[src/rtl/sprite_pkg.sv]
// Shared types for the sprite line renderer: descriptor layout, FSM states
// and the transparent colour index.
package sprite_pkg;

  localparam int DESC_W      = 32;
  localparam int X_LSB       = 22;
  localparam int X_W         = 10;
  localparam int ID_LSB      = 14;
  localparam int ID_W        = 8;
  localparam int ROW_LSB     = 10;
  localparam int ROW_W       = 4;
  localparam int HFLIP_BIT   = 0;
  localparam int TRANSPARENT = 0;

  typedef struct packed {
    logic [X_W-1:0]   x;
    logic [ID_W-1:0]  sprite_id;
    logic [ROW_W-1:0] row;
    logic             hflip;
  } spr_desc_t;

  typedef enum logic [2:0] {IDLE, POP, LATCH, FETCH, DRAW, DONE} state_t;

  function automatic spr_desc_t decode_desc(input logic [DESC_W-1:0] raw);
    spr_desc_t d;
    d.x         = raw[X_LSB +: X_W];
    d.sprite_id = raw[ID_LSB +: ID_W];
    d.row       = raw[ROW_LSB +: ROW_W];
    d.hflip     = raw[HFLIP_BIT];
    return d;
  endfunction

endpackage

[src/rtl/sprite_row_serializer.sv]
// Turns one sprite pixel row into a stream of one pixel per cycle,
// optionally mirrored, flagging the final pixel of the row.
module sprite_row_serializer #(
  parameter int SPR_W = 16,
  parameter int PIX_W = 4,
  parameter int IDX_W = $clog2(SPR_W)
) (
  input  logic                   Clk,
  input  logic                   Reset,
  input  logic                   load,
  input  logic [SPR_W*PIX_W-1:0] row,
  input  logic                   hflip,
  output logic [PIX_W-1:0]       pixel,
  output logic [IDX_W-1:0]       index,
  output logic                   last
);

  logic [SPR_W*PIX_W-1:0] row_q;
  logic                   flip_q;
  logic [IDX_W-1:0]       idx;
  logic                   active;
  logic [IDX_W-1:0]       sel;

  always_ff @(posedge Clk or negedge Reset) begin
    if (!Reset) begin
      row_q  <= '0;
      flip_q <= 1'b0;
      idx    <= '0;
      active <= 1'b0;
    end else if (load) begin
      row_q  <= row;
      flip_q <= hflip;
      idx    <= '0;
      active <= 1'b1;
    end else if (active) begin
      idx <= idx + 1'b1;
      if (idx == IDX_W'(SPR_W - 1))
        active <= 1'b0;
    end
  end

  // Mirroring only changes which slot is read; the screen position still follows idx.
  assign sel   = flip_q ? (IDX_W'(SPR_W - 1) - idx) : idx;
  assign pixel = row_q[sel*PIX_W +: PIX_W];
  assign index = idx;
  assign last  = active && (idx == IDX_W'(SPR_W - 1));

endmodule

[src/rtl/sprite_line_renderer.sv]
// Drains the sprite FIFO at each scanline start, fetches every sprite's row
// from ROM and writes its opaque pixels into the line buffer.
module sprite_line_renderer
  import sprite_pkg::*;
#(
  parameter int BUS_WIDTH = 32,
  parameter int LINE_W    = 640,
  parameter int SPR_W     = 16,
  parameter int PIX_W     = 4,
  parameter int MAX_SPR   = 8
) (
  input  logic                   Clk,
  input  logic                   Reset,
  input  logic                   start,
  input  logic                   fifo_e,
  input  logic [BUS_WIDTH-1:0]   fifo_data,
  output logic                   fifo_re,
  output logic [11:0]            rom_addr,
  input  logic [SPR_W*PIX_W-1:0] rom_data,
  output logic                   lb_we,
  output logic [9:0]             lb_addr,
  output logic [PIX_W-1:0]       lb_data,
  output logic                   busy,
  output logic                   done,
  output logic                   overflow
);

  localparam int CNT_W = $clog2(MAX_SPR + 1);
  localparam int IDX_W = $clog2(SPR_W);

  state_t           state;
  logic [X_W-1:0]   desc_x;
  logic             desc_hflip;
  logic [CNT_W-1:0] drawn;
  spr_desc_t        fifo_desc;
  logic             at_limit;
  logic [PIX_W-1:0] ser_pixel;
  logic [IDX_W-1:0] ser_index;
  logic             ser_last;
  logic [10:0]      draw_x;
  logic             in_draw;

  assign fifo_desc = decode_desc(fifo_data[DESC_W-1:0]);
  assign at_limit  = (drawn == CNT_W'(MAX_SPR));

  always_ff @(posedge Clk or negedge Reset) begin
    if (!Reset) begin
      state      <= IDLE;
      desc_x     <= '0;
      desc_hflip <= 1'b0;
      drawn      <= '0;
      busy       <= 1'b0;
      done       <= 1'b0;
      overflow   <= 1'b0;
    end else begin
      done <= 1'b0;
      case (state)
        IDLE: if (start) begin
          state    <= POP;
          busy     <= 1'b1;
          overflow <= 1'b0;
          drawn    <= '0;
        end
        POP: begin
          state <= fifo_e ? DONE : LATCH;
          done  <= fifo_e;
        end
        // Descriptors beyond the per-line budget are still popped so the FIFO drains.
        LATCH: if (at_limit) begin
          overflow <= 1'b1;
          state    <= POP;
        end else begin
          desc_x     <= fifo_desc.x;
          desc_hflip <= fifo_desc.hflip;
          state      <= FETCH;
        end
        FETCH: state <= DRAW;
        DRAW: if (ser_last) begin
          drawn <= drawn + 1'b1;
          state <= POP;
        end
        DONE: begin
          busy  <= 1'b0;
          state <= IDLE;
        end
        default: state <= IDLE;
      endcase
    end
  end

  sprite_row_serializer #(
    .SPR_W(SPR_W),
    .PIX_W(PIX_W),
    .IDX_W(IDX_W)
  ) u_serializer (
    .Clk   (Clk),
    .Reset (Reset),
    .load  (state == FETCH),
    .row   (rom_data),
    .hflip (desc_hflip),
    .pixel (ser_pixel),
    .index (ser_index),
    .last  (ser_last)
  );

  // Eleven-bit sum so sprites hanging off the right edge are clipped, not wrapped.
  assign draw_x   = {1'b0, desc_x} + 11'(ser_index);
  assign in_draw  = (state == DRAW);
  assign fifo_re  = (state == POP) && !fifo_e;
  assign rom_addr = (state == LATCH && !at_limit) ? {fifo_desc.sprite_id, fifo_desc.row} : '0;
  assign lb_we    = in_draw && (ser_pixel != PIX_W'(TRANSPARENT)) && (draw_x < 11'(LINE_W));
  assign lb_addr  = in_draw ? draw_x[9:0] : '0;
  assign lb_data  = in_draw ? ser_pixel : '0;

endmodule

[config.mk]
export PLATFORM = sky130hd
export DESIGN_NAME = sprite_line_renderer
export DESIGN_NICKNAME = d
export VERILOG_FILES = /design/src/rtl/sprite_pkg.sv /design/src/rtl/sprite_row_serializer.sv /design/src/rtl/sprite_line_renderer.sv
export SDC_FILE = /design/constraint.sdc
export NUM_CORES = 1
export LEC_CHECK = 0
export BUFFER_PORTS_ARGS = -buffer_cell sky130_fd_sc_hd__buf_2
export CELL_PAD_IN_SITES_DETAIL_PLACEMENT = 1
export CELL_PAD_IN_SITES_GLOBAL_PLACEMENT = 2
export CORE_AREA = 2 2 125 127
export DETAILED_ROUTE_END_ITERATION = 10
export DIE_AREA = 0 0 127 129
export GPL_TIMING_DRIVEN = 1
export PLACE_DENSITY_LB_ADDON = 0.1
export SYNTH_ARGS = -nofsm -noshare
export SYNTH_HDL_FRONTEND = slang
export SYNTH_SLANG_ARGS = --single-unit
[constraint.sdc]
create_clock -name Clk -period 4.4 [get_ports Clk]
set_input_delay 0.22 -clock Clk [delete_from_list [all_inputs] [get_ports Clk]]
set_output_delay 0.22 -clock Clk [all_outputs]
set_load 0.005 [all_outputs]
Word level (Yosys, flattened, before mapping)
Cells that the tools add are included.

Latch bits: 0. Output and inout port bits: 31. Memories kept: 0. Input port bits: 100. Flip-flop bits (word level): 91. Bits in writable memories: 0. Memory bits (read-only): 0. Word-level logic and storage cells: 69.

Multiply operators: 0. Shift-type cells: 1. Equality and inequality tests: 10. Bitwise operators: 1. $lt $le $gt $ge: 1. Reductions and logical operators: 18. Muxes and demuxes: 23. Divide/modulo/power cells: 0. Add/subtract/negate cells: 4.

Operators by type and width (count): 64-bit by 7-bit indexed part select with 4-bit output (1); 4-bit 2-to-1 mux (6); 3-bit case mux with 5 select lines (1); 12-bit 2-to-1 mux (1); 10-bit by 4-bit adder with 11-bit output (1); 11-bit by 10-bit less-than comparator with 1-bit output (second input constant) (1); 10-bit 2-to-1 mux (1); 3-bit 2-to-1 mux (3); 4-bit by 1-bit adder with 4-bit output (second input constant) (2); 4-bit == test (second input constant) (2); 4-bit case mux with 2 select lines (1); 2-bit nonzero test (4); 1-bit 2-to-1 mux (7); 3-bit by 2-bit == test with 1-bit output (second input constant) (2); 3-bit == test (second input constant) (2); 2-bit inequality test (second input constant) (3); 2-bit AND reduction (3); 3-bit AND reduction (2); 1-bit logical AND (5); 1-bit case mux with 2 select lines (2); 4-bit nonzero test (1); 4-bit subtractor (first input constant) (1); 3-bit by 1-bit == test with 1-bit output (second input constant) (1); 3-bit logical NOT (1); other kinds (3) (4).

Logic depth before layout (Yosys ltp)
Word-level depth: 6. Gate-level depth with buffers: 9. Gate-level depth less buffers: 9.

Hierarchy
Synthesis repeated with hierarchy kept, for this count alone.

Cells, all modules: 490. Area, all modules: 5312.6 sq um.

By module, submodules not included: sprite_row_serializer (cells each 319, seq. area each 1751.7 sq um, area each 3902.5 sq um, instances 1); sprite_line_renderer (cells each 171, seq. area each 525.5 sq um, area each 1410.1 sq um, instances 1).

Worst setup path after synthesis
Ideal clock, no wire load.

Kind: reg2out. Start: reg u_serializer.idx[1], in the netlist u_serializer.index[1]. End: out lb_we. Cell stages (with the launch flop): 10. Path buffers: 1. Arrival time: 2.195 ns. Path slack: 1.985 ns. Data required time: 4.180 ns. Path through: dfrtp_1 > inv_1 > buf_1 > fa_1 > nor2b_1 > o21ai_1 > a21oi_1 > a2111o_1 > o311a_1 > a311oi_1.

Longest elaborated chain between the ends: 6. Elaborated cells between the ends (all ways): 8. Those cells by class: add/sub (2); order compare (1); shift (1); mux (1); reduce/logical (3).

Ends and longest elaborated chain: start, declared (line sprite_row_serializer.sv:20) `logic [IDX_W-1:0] idx;`; start signal, assigned (line sprite_row_serializer.sv:36) `idx <= idx + 1'b1;`; 4-bit subtractor (line sprite_row_serializer.sv:43) `assign sel = flip_q ? (IDX_W'(SPR_W - 1) - idx) : idx;`; 4-bit 2-to-1 mux (line sprite_row_serializer.sv:43); 64-bit by 7-bit indexed part select with 4-bit output (line sprite_row_serializer.sv:44) `assign pixel = row_q[sel*PIX_W +: PIX_W];`; 4-bit nonzero test (line sprite_line_renderer.sv:111) `assign lb_we = in_draw && (ser_pixel != PIX_W'(TRANSPARENT)) && (draw_x < 11'(LINE_W));`; 1-bit logical AND (line sprite_line_renderer.sv:111); 1-bit logical AND (*) (line sprite_line_renderer.sv:111); end, declared (line sprite_line_renderer.sv:20) `output logic lb_we,`.

Mark *: on every way between the ends. The rest lies on a longest branch, timed or not.

Final worst setup path
Start: reg u_serializer.flip_q. End: out lb_we.

Longest elaborated chain between the ends: 5.

Ends and longest elaborated chain: start, declared (line sprite_row_serializer.sv:19) `logic flip_q;`; start signal, assigned (line sprite_row_serializer.sv:32) `flip_q <= hflip;`; 4-bit 2-to-1 mux (line sprite_row_serializer.sv:43); 64-bit by 7-bit indexed part select with 4-bit output (line sprite_row_serializer.sv:44); 4-bit nonzero test (line sprite_line_renderer.sv:111); 1-bit logical AND (2 in series) (line sprite_line_renderer.sv:111).

Every way passes these cells.

==> results.sh <==
export IMPL_status="finished with violations"
export IMPL_violations="hold timing"
export IMPL_slew_headroom_pct=45.3
export IMPL_swShare_pct=39.8
export IMPL_cp_cell_sequence="nor2b_1 > a221oi_1 > a2bb2oi_1 > a2111oi_1 > a311oi_1 > buf_2"
export IMPL_yosys_warnings=0
export IMPL_seq_area_frac_synth_pct=43.1
export IMPL_fp_row_count=45
export IMPL_hold_viol=63
export IMPL_drt_iter0_drc=141
export IMPL_seqCellArea_um2=2280
export IMPL_criticalPathCategory="flop to primary output"
export IMPL_fmax_ghz=0.296
export IMPL_ctsResizeCount=0
export IMPL_port_buffers=121
export IMPL_required_ns=4.18
export IMPL_cp_max_fo=18
export IMPL_max_stage_delay_ns=0.73
export IMPL_ir_drop_mv=0.340
export IMPL_fin_nets=707
export IMPL_start_util_pct=35.2
export IMPL_synthTopCellsByCount="dfrtp_1 (91), mux2_2 (70), mux2i_1 (57), nand2_1 (46), o21ai_0 (30)"
export IMPL_crit_slowest_cell="dfrtp_1"
export IMPL_vias=4126
export IMPL_wl_per_cell_um=17.1
export IMPL_syn_cell_area_um2=5280
export IMPL_synth_seq_cells=91
export IMPL_synth_top_cell_area_share_pct=43.1
export IMPL_yosys_area_top_type="dfrtp_1"
export IMPL_fin_area_um2=6290
export IMPL_async_flop_share_pct=100
export IMPL_min_path_type="input pin to async pin"
export IMPL_dieArea_um2=16400
export IMPL_fin_hold_ws_ns=-0.0258
export IMPL_area_growth_pct=19.1
export IMPL_chipWidth_um=127
export IMPL_drc=0
export IMPL_dp_cells=776
export IMPL_placed_area_um2=5950
export IMPL_drive_gt1_share_pct=36.3
export IMPL_cp_end_kind="primary output"
export IMPL_period_share_pct=76.8
export IMPL_ios=131
export IMPL_yosysMostFrequentCell="dfrtp_1"
export IMPL_drtPass1Iterations=4
export IMPL_grt_ovfl_total=0
export IMPL_p_clk_share_pct=18.1
export IMPL_dp_hpwl_um=10100
export IMPL_worstSetupStartpointType="flop"
export IMPL_synthesis_nets=602
export IMPL_ant_nets=0
export IMPL_via_per_inst=5.21
export IMPL_grt_pass1_wl_um=21800
export IMPL_grt_max_degree=65
export IMPL_arrival_ns=3.16
export IMPL_totalWireLength_um=13500
export IMPL_setup_violations=0
export IMPL_antenna_found_initial=0
export IMPL_synth_area_leaders="dfrtp_1 (43%), mux2_2 (15%), mux2i_1 (11%)"
export IMPL_p_comb_share_pct=46.5
export IMPL_gp_congestion=0.740
export IMPL_pwr_density_cell_nw_per_um2=765
export IMPL_synth_enable_flop_cells=0
export IMPL_period_minus_slack_ns=3.38
export IMPL_ctsHoldBuffers=0
export IMPL_p_int_uw=2890
export IMPL_cts_htree_levels=3
export IMPL_seq_power_share_pct=35.4
export IMPL_rsz0062_at_grt="no"
export IMPL_multi_input_area_um2=2750
export IMPL_cts_root_buf="clkbuf_16"
export IMPL_synthCells=494
export IMPL_fin_skew_ns=0.00692
export IMPL_postCtsSetupBuffers=0
export IMPL_p_switching_uw=1910
export IMPL_tns_ns=0
export IMPL_fillers=1686
export IMPL_drv_cap=0
export IMPL_cts_sinks=91
export IMPL_die_h_um=129
export IMPL_grtUsageTotal_pct=17.0
export IMPL_grt_pass1_vias=4159
export IMPL_yosysUniqueCellTypes=51
export IMPL_core_area_um2=15000
export IMPL_cts_tree="built"
export IMPL_p_leak_uw=0.00295
export IMPL_diodes=0
export IMPL_path_clk_slew_ns=0.07
export IMPL_slew_violations=0
export IMPL_clock_path_buffers=2
export IMPL_tightest_slew_ns=0.820
export IMPL_ys_flop_type="dfrtp_1"
export IMPL_stdcell_count=792
export IMPL_clkLatencyLatePin_ns=0.35
export IMPL_avgSynthCellArea_um2=10.7
export IMPL_cts_buffers=9
cells by family after synthesis:
family	count (synthesis)	share of synthesized area [%]
flops	91	43.1
buf+inv	42	4.79
fa+ha+maj	8	2.04
xor+xnor	10	1.66
compound gates	89	10.6
simple gates	125	11.1
mux	129	26.6
flip-flops by register name, indices dropped and copies added (netlist names):
signal,count
busy,1
desc_hflip,1
desc_x,10
done,1
drawn,4
overflow,1
state,3
u_serializer.active,1
u_serializer.flip_q,1
u_serializer.index,4
u_serializer.row_q,64
through the flow:
stage	setup slack (ns)	power [uW]	utilization, %
3_5_place_dp	1.37	3990	39.7
6_report	1.02	4810	42.0
4_1_cts	0.979	4880	42.0
5_1_grt	0.733	5230	42.0
2_1_floorplan	1.98	3400	-
3_3_place_gp	1.40	3890	39.7
worst paths after layout:
check,from,end,slack [ns],cells past startpoint
min reg2reg,desc_x[0]$_DFFE_PN0P_,desc_x[0]$_DFFE_PN0P_,0.48,2
min,Reset,u_serializer.row_q[14]$_DFFE_PN0P_,-0.03,1
max in group asynchronous,Reset,u_serializer.index[0]$_DFFE_PN0P_,3.51,2
max reg2reg,state[0]$_DFFE_PN0P_,u_serializer.row_q[53]$_DFFE_PN0P_,2.07,4
min in group Clk,fifo_data[28],desc_x[6]$_DFFE_PN0P_,0.06,3
max,u_serializer.flip_q$_DFFE_PN0P_,lb_we,1.02,6
per-layer routing:
layer / global-route usage, % / vias up / share of wire (%)
li1: - / 1986 / -
met5: 0 / - / 0
met4: 4.46 / 0 / 1.0
met2: 27.5 / 79 / 48
met1: 23.0 / 2052 / 47
met3: 4.07 / 9 / 3.9
critical path, delay by kind of cell, from the launching register on:
family | cells | cell delay [ns]
DFF | 1 | 0.73
buffers and inverters | 1 | 0.17
AOI/OAI and AO/OA | 4 | 1.25
and+or+nand+nor | 1 | 0.66
area by class of cell:
class                      count  area share [%]
timing repair buffer         126            10.3
multi-input combinational    361            43.8
tap                          188            3.74
clock buffer                  11            4.02
sequential                    91            36.3
inverter                      10           0.597
clock inverter                 5            1.33
placed cells by master, fill, tap and decap left out, drive strengths merged, types with 2 or more instances in the layout:
cell type	instances
nand3	5
a221oi	4
xnor2	5
nand2b	6
nand4	3
ha	7
o21ai	34
o22ai	11
a221o	2
a21o	4
inv	11
or3	2
dfrtp	91
nor2	25
mux2	70
nor3	10
and2	14
nor2b	6
clkbuf	11
xor2	5
mux2i	57
and3	4
buf	126
bufinv	2
mux4	2
a21oi	19
clkinvlp	2
nand2	46
power by group through the flow:
stage	Clock, uW	Sequential [uW]	Combinational, uW
floorplan	0	1480	1920
CTS	901	1710	2270
global placement	0	1690	2200
global route	939	1790	2500
detailed placement	0	1720	2260
finish	868	1700	2240
Note: power is estimated with default switching activity, not from simulation.
